File: src/rtl/gray_fifo_rd_ctrl.sv
// ----------------------------------------------------------------------------
// gray_fifo_rd_ctrl
//
// Read-side controller of a Gray-pointer asynchronous FIFO. It brings the
// write domain's Gray pointer into i_clk through a two-flop synchroniser and
// decodes it to binary. It keeps the binary and Gray read pointers and derives
// the RAM read address, empty flag, fill count, read-valid and underflow.
//
// Parameters
//   N            FIFO address width; depth is 2**N, pointers are N+1 bits
//                (the MSB is the wrap bit).
//
// Ports
//   i_clk        read-domain clock
//   i_rst        synchronous, active-high reset
//   i_wptr_G     Gray write pointer from the write domain (asynchronous)
//   i_rd_en      pop request
//   o_rd_addr    binary RAM read address (low N bits of the read pointer)
//   o_rptr_G     registered Gray read pointer, sent to the write domain
//   o_empty      registered empty flag
//   o_count      fill level seen by the read side, 0..2**N
//   o_rd_valid   one-cycle pulse: RAM data for the accepted pop is valid
//   o_underflow  one-cycle pulse: pop requested while empty
// ----------------------------------------------------------------------------
module gray_fifo_rd_ctrl #(
    parameter int N = 4
) (
    input  logic         i_clk,
    input  logic         i_rst,
    input  logic [N:0]   i_wptr_G,
    input  logic         i_rd_en,
    output logic [N-1:0] o_rd_addr,
    output logic [N:0]   o_rptr_G,
    output logic         o_empty,
    output logic [N:0]   o_count,
    output logic         o_rd_valid,
    output logic         o_underflow
);

    function automatic logic [N:0] gray_to_bin(input logic [N:0] g);
        logic [N:0] b;
        b[N] = g[N];
        for (int i = N - 1; i >= 0; i--) begin
            b[i] = b[i+1] ^ g[i];
        end
        return b;
    endfunction

    function automatic logic [N:0] bin_to_gray(input logic [N:0] b);
        return (b >> 1) ^ b;
    endfunction

    logic [N:0] wq1_q, wq2_q;
    logic [N:0] rbin_q, rbin_d;
    logic [N:0] rgray_q, rgray_d;
    logic       empty_q, empty_d;
    logic       rd_valid_q;
    logic       underflow_q;
    logic       accept;
    logic [N:0] wbin;

    // Stage: next-state of the read pointer (pure function of registers and i_rd_en)
    always_comb begin
        accept  = i_rd_en & ~empty_q;
        rbin_d  = rbin_q + {{N{1'b0}}, accept};
        rgray_d = bin_to_gray(rbin_d);
        // Compared against the already-synchronised pointer, so empty lags
        // o_count by one cycle; this only ever errs towards "empty".
        empty_d = (rgray_d == wq2_q);
    end

    // Stage: synchroniser and read-pointer registers
    always_ff @(posedge i_clk) begin
        if (i_rst) begin
            wq1_q       <= '0;
            wq2_q       <= '0;
            rbin_q      <= '0;
            rgray_q     <= '0;
            empty_q     <= 1'b1;
            rd_valid_q  <= 1'b0;
            underflow_q <= 1'b0;
        end else begin
            wq1_q       <= i_wptr_G;
            wq2_q       <= wq1_q;
            rbin_q      <= rbin_d;
            rgray_q     <= rgray_d;
            empty_q     <= empty_d;
            rd_valid_q  <= accept;
            underflow_q <= i_rd_en & empty_q;
        end
    end

    // Modulo subtraction keeps the count right across pointer wrap.
    assign wbin        = gray_to_bin(wq2_q);
    assign o_count     = wbin - rbin_q;
    assign o_rd_addr   = rbin_q[N-1:0];
    assign o_rptr_G    = rgray_q;
    assign o_empty     = empty_q;
    assign o_rd_valid  = rd_valid_q;
    assign o_underflow = underflow_q;

endmodule

File: config.mk
export PLATFORM = sky130hd
export DESIGN_NAME = gray_fifo_rd_ctrl
export DESIGN_NICKNAME = d
export VERILOG_FILES = /design/src/rtl/gray_fifo_rd_ctrl.sv
export SDC_FILE = /design/constraint.sdc
export NUM_CORES = 1
export LEC_CHECK = 0
export ABC_AREA = 1
export BUFFER_PORTS_ARGS = -buffer_cell sky130_fd_sc_hd__buf_4
export CORE_ASPECT_RATIO = 1.5
export CORE_MARGIN = 2
export CORE_UTILIZATION = 50
export DETAILED_ROUTE_END_ITERATION = 8
export PLACE_DENSITY = 0.74
export SYNTH_ARGS = -nofsm -noshare
export SYNTH_HDL_FRONTEND = slang
export SYNTH_SLANG_ARGS = --single-unit
File: constraint.sdc
create_clock -name i_clk -period 3.1 [get_ports i_clk]
set_clock_uncertainty 0.2 [all_clocks]
set_input_delay 0.155 -clock i_clk [delete_from_list [all_inputs] [get_ports i_clk]]
set_output_delay 0.155 -clock i_clk [all_outputs]
set_load 0.1 [all_outputs]
==> reports/metrics.csv, run 1 <==
metric;value;unit
tightest_slew;0.336;ns
n_fill_cell;171;
synth_top_area_share;0.398;
final_max_slew_viol_count;0;
stdcell_count;217;
routabilityCongestion;0.827;
hold_ws;0.207;ns
layout_common_cells;37 x nand2_1, 31 x inv_1, 23 x buf_4, 20 x nor2_1, 20 x dfxtp_1;
seq_power_share;0.401;
cts_buffer_depth;2;
antenna_left;0;
regToRegSetupSlack;1.03;ns
cts_num_sinks;22;
rows;20;
sequential_cell_area;443;um^2
path_buf_inv;2;
power_frac_comb;0.433;
syn-cell-area;1110;um^2
slew_headroom;0.774;
seq_area_frac_synth;0.398;
remaining_drc_errors;0;
min_period_over_period;0.954;
period_minus_slack;2.96;ns
syn_nets;173;
insertion_delay;0.31;ns
power.density;515;nW/um^2
path_clk_slew;0.12;ns
synthArstFlopShare;0;
ios;25;
overflow;0;
dp.cells;201;
min_path_type;flip-flop to flip-flop;
max_stage_delay;0.38;ns
power.total;766;uW
cp.arrival;2.60;ns
wl_per_cell;10.4;um
htree_levels;1;
wl;2260;um
grt_pass1_vias;1015;
grt_antenna_before_repair;0;
p_switching;335;uW
synthTopCellsByArea;dfxtp_1 40%, nand2_1 13%, inv_1 11%, ha_1 6.8%, nor2_1 6.8%;
startpoint_type;flip-flop;
coreArea;2050;um^2
synth_edf_count;0;
ys_warn_count;0;
numCtsBuffers;3;
crit_chain;xor2_2 -> or2b_1 -> nand2_2 -> nand2_2 -> nand2_2 -> nand2_2 -> nand2_1 -> inv_1 -> ha_1 -> fa_2 -> o21ai_2 -> xnor2_2 -> buf_6;
rsz0062_at_grt;no;
finish.net_count;212;
io_buffers;24;
synth_top_cell_by_area;dfxtp_1;
drive_gt1_frac;0.210;
root_buffer;clkbuf_4;
grt_use_total;0.196;
setup_ws;0.142;ns
synthDistinctLibCells;20;
place_ws;0.193;ns
p_sw_frac;0.437;
critPathCaptureType;primary output;
cpMostUsedCell;nand2_2;
ys_seq_elements;22;
syn-instance-count;158;
cp_max_fo;3;
area_growth;34.4;%
dp_hpwl;1690;um
grt_pass1_wl;3840;um
power_leakage;0.000803;uW
vias_per_cell;4.96;
dieArea;2610;um^2
drv_cap;0;
cts_tree;done;
final_hold_viol_count;0;
syn_area_per_cell;7.01;um^2
cp_slowest_cell;fa_2;
multiInputGateArea;561;um^2
drt_iter0_drc;19;
status;finished, final reports clean;
drt_pass1_iterations;4;
grt_max_degree;23;
cp_top_family;simple AND/OR/NAND/NOR gates;
startpoint;wq2_q[4]$_SDFF_PP0_;
critical_path_class;flip-flop to primary output;
r2r-start;o_empty$_SDFF_PP1_;
dieHeight;61.6;um
via_count;1076;
postCtsSetupBuffers;0;
setup_viol;0;
fmax;338;MHz
synth_top_flop_cell;dfxtp_1;
intPower;431;uW
hp-start;wq1_q[3]$_SDFF_PP0_;
die_w;42.4;um
p_clk_frac;0.166;
diodes;0;
critPathRequiredTime;2.74;ns
initial_core_util;0.540;
peakVddDrop;0.382;mV
layout_commonest_cell;nand2_1;
[worst reg2reg max path, cell delays in order (launching register included)]
cell and delay, ns:
dfxtp_1 0.36, nor2_1 0.17, ha_1 0.25, ha_1 0.28
nand3_1 0.18, nand2_1 0.12, nand2_1 0.10, nand2_1 0.10
nand3_1 0.07, nand2_1 0.07, nand3_1 0.07, nand2_1 0.06
[cells by family (layout without fill, tap and decap cells)]
logic type | count (synthesis) | count (layout) | synth area share
adders and majority gates | 7 | 7 | 0.0859
xor gates and xnor gates | 4 | 4 | 0.0384
DFF | 22 | 22 | 0.398
buffers and inverters | 35 | 72 | 0.122
and+or+nand+nor | 83 | 83 | 0.324
AOI/OAI and AO/OA | 7 | 7 | 0.0316
[metrics by stage]
stage	util	TNS [ns]	instance area (um^2)
after floorplan	-	-0.107	1130
after global placement	0.645	0	1320
after detailed placement	0.645	0	1320
after CTS	0.723	0	1480
after global routing	0.725	0	1490
final	0.725	0	1490
[repair_timing]
action | 4_1_cts | 5_1_grt
gates resized for setup | 3 | 3
endpoints found under the hold margin | 22 | 0
pin swaps | 0 | 1
hold buffers | 13 | 0
endpoints found under the setup margin | 1 | 2
[per-layer routing]
| layer | routed length, um | up-vias | track usage |
|---|---|---|---|
| met5 | 0 | - | 0 |
| met4 | 52 | 0 | 0.125 |
| met3 | 83 | 7 | 0.0264 |
| met2 | 1200 | 25 | 0.389 |
| met1 | 925 | 490 | 0.188 |
| li1 | - | 554 | - |
[synth_stat cells, types with 2 or more instances]
cell and number:
nand4_1 4, inv_1 31, a21oi_1 5, clkbuf_1 2, o21ai_0 2, nand2_1 37
dfxtp_1 22, nand3_1 14, nand2_2 5, xnor2_1 2, ha_1 6, nor2_1 20
[state kept, by name, indices dropped and copies added, names as in the netlist]
register,cells
wq1_q,5
o_empty,1
o_rptr_G,4
wq2_q,5
o_underflow,1
rbin_q,5
o_rd_valid,1
[power groups by stage]
stage / logic (uW) / registers (uW) / clock network, uW
floorplan: 196 / 371 / 0
global placement: 313 / 312 / 0
finish: 332 / 307 / 127
global route: 350 / 308 / 139
CTS: 333 / 306 / 131
detailed placement: 316 / 313 / 0
[area by class of cell]
type / instances / share of cell area
clock buffer: 3 / 0.0151
inverter: 32 / 0.0807
multi-input combinational: 101 / 0.377
sequential: 22 / 0.298
tap: 22 / 0.0185
timing repair buffer: 37 / 0.211
[worst paths after layout]
kind / cells past startpoint / end
max reg2reg: 11 / o_empty$_SDFF_PP1_
min: 2 / wq2_q[3]$_SDFF_PP0_
min reg2reg: 2 / wq2_q[3]$_SDFF_PP0_
max: 13 / o_count[4]
(Power assumes the default switching activity.)
==> inputs of run 2 (changes only) <==
--- a/config.mk
+++ b/config.mk
@@ -12,6 +12,7 @@
 export CORE_UTILIZATION = 50
 export DETAILED_ROUTE_END_ITERATION = 8
 export PLACE_DENSITY = 0.74
+export RECOVER_POWER = 100
 export SYNTH_ARGS = -nofsm -noshare
 export SYNTH_HDL_FRONTEND = slang
 export SYNTH_SLANG_ARGS = --single-unit
==> run 2 against run 1 <==
Net effect: sequential cell count stayed put; combinational power is 4% lower; global-route usage stayed put; power is 1.6% lower; register-to-register slack worse by 0.04 ns; die area stayed put.
==> reports/metrics.csv, run 2 (synthesis results as in run 1) <==
metric;value;unit;change
power.total;754;uW;-1.6%
fmax;338;MHz;about the same
regToRegSetupSlack;0.99;ns;-0.04 ns
p_clk_frac;0.168;;+0.002
placement.cell_area;1320;um^2;unchanged
dieArea;2610;um^2;unchanged
cp.arrival;2.60;ns;about the same
grt_pass1_vias;1015;;unchanged
drv_cap;0;;unchanged
drt_iter0_drc;24;;+5
dieHeight;61.6;um;unchanged
wl;2270;um;+0.53%
area_growth;29.5;%;
critical_path_class;flip-flop to primary output;;
stdcell_count;217;;unchanged
power.density;526;nW/um^2;+2.1%
layout_commonest_cell;nand2_1;;
drive_gt1_frac;0.138;;-0.0718
antenna_left;0;;unchanged
ios;25;;unchanged
endpoint;o_count[4];;
grt_antenna_before_repair;0;;unchanged
p_switching;334;uW;-0.30%
vias_per_cell;4.96;;about the same
coreArea;2050;um^2;unchanged
slew_headroom;0.224;;-0.549
r2r-end;o_empty$_SDFF_PP1_;;
critPathRequiredTime;2.74;ns;about the same
cts_tree;done;;
final_hold_viol_count;0;;unchanged
cts_num_sinks;22;;unchanged
rr_worst_depth;11;;unchanged
setup_viol;0;;unchanged
rows;20;;unchanged
postCtsSetupBuffers;0;;unchanged
wl_per_cell;10.5;um;+0.53%
status;finished, final reports clean;;
remaining_drc_errors;0;;unchanged
dp.cells;201;;unchanged
grt_max_degree;23;;unchanged
hold_ws;0.207;ns;-0.00000900 ns
cts_buffer_depth;2;;unchanged
tightest_slew;1.17;ns;+0.833 ns
min_period_over_period;0.954;;about the same
htree_levels;1;;unchanged
min_path_type;flip-flop to flip-flop;;
finish.net_count;212;;unchanged
intPower;420;uW;-2.6%
power_leakage;0.000746;uW;-7.0%
finalSetupTns;0;ns;unchanged
overflow;0;;unchanged
startpoint;wq2_q[4]$_SDFF_PP0_;;
via_count;1077;;+0.093%
r2r-start;o_empty$_SDFF_PP1_;;
critPathCaptureType;primary output;;
routabilityCongestion;0.827;;unchanged
final_max_slew_viol_count;0;;unchanged
layout_common_cells;38 x nand2_1, 31 x inv_1, 20 x nor2_1, 20 x dfxtp_1, 14 x nand3_1;;
dp_hpwl;1690;um;unchanged
initial_core_util;0.540;;unchanged
root_buffer;clkbuf_4;;
p_sw_frac;0.443;;+0.00573
peakVddDrop;0.380;mV;-0.48%
reg_top3;rbin_q x5, wq1_q x5, wq2_q x5;;
io_buffers;24;;unchanged
die_w;42.4;um;unchanged
diodes;0;;unchanged
numCtsBuffers;3;;unchanged
rsz0062_at_grt;no;;
design_area;1430;um^2;-3.6%
seq_power_share;0.407;;+0.006
path_clk_slew;0.12;ns;about the same
insertion_delay;0.31;ns;about the same
hp-start;wq1_q[3]$_SDFF_PP0_;;
period_minus_slack;2.96;ns;-0.00201 ns
cp_max_fo;3;;unchanged
drt_pass1_iterations;4;;unchanged
power_frac_comb;0.425;;-0.008
grt_pass1_wl;3840;um;unchanged
grt_use_total;0.196;;unchanged
startpoint_type;flip-flop;;
## run 2: timing repair
item | 4_1_cts | 5_1_grt
setup endpoints to repair | 1 | 2
pin swaps | 0 | 1
resized for setup | 3 | 3
hold buffers | 13 | 0
endpoints found under the hold margin | 22 | 0
## run 2: worst min path at each step
stage,slack [ns],end,depth (start not counted)
final,0.21,wq2_q[3]$_SDFF_PP0_,2
after global routing,0.22,wq2_q[1]$_SDFF_PP0_,2
after CTS,0.21,wq2_q[1]$_SDFF_PP0_,2
after detailed placement,0.17,wq1_q[3]$_SDFF_PP0_,3
after global placement,0.15,wq1_q[4]$_SDFF_PP0_,3
after floorplan,0.03,o_rd_valid$_SDFF_PP0_,1
## run 2: area by class of cell
cell class                 instances  area [um^2]
fill                             182          618
multi-input combinational        101          558
sequential                        22          443
timing repair buffer              37          263
inverter                          32          120
tap                               22         27.5
clock buffer                       3         22.5
## run 2: critical path, stage by stage (launching register included)
cell     delay, ns
dfxtp_2       0.36
xor2_2        0.19
or2b_1        0.25
nand2_2       0.08
nand2_2       0.06
nand2_2       0.10
nand2_2       0.05
nand2_1       0.05
inv_1         0.04
ha_1          0.20
fa_2          0.38
o21ai_2       0.17
xnor2_2       0.13
buf_6         0.24
## run 2: metal layers
metal	track usage	up-vias	wire length, um
li1	-	556	-
met1	0.188	491	940
met2	0.389	23	1200
met3	0.0264	7	79
met4	0.125	0	52
met5	0	-	0
## run 2: stage by stage
step                setup WS (ns)  utilization
floorplan                 -0.0774            -
global placement            0.268        0.645
detailed placement          0.193        0.645
CTS                        0.0203        0.723
global route               0.0132        0.699
finish                      0.144        0.699
## run 2: power by group through the flow
stage | combinational [uW] | sequential (uW) | clock [uW]
2_1_floorplan | 196 | 371 | 0
3_3_place_gp | 313 | 312 | 0
3_5_place_dp | 316 | 313 | 0
4_1_cts | 333 | 306 | 131
5_1_grt | 339 | 308 | 139
6_report | 320 | 307 | 127
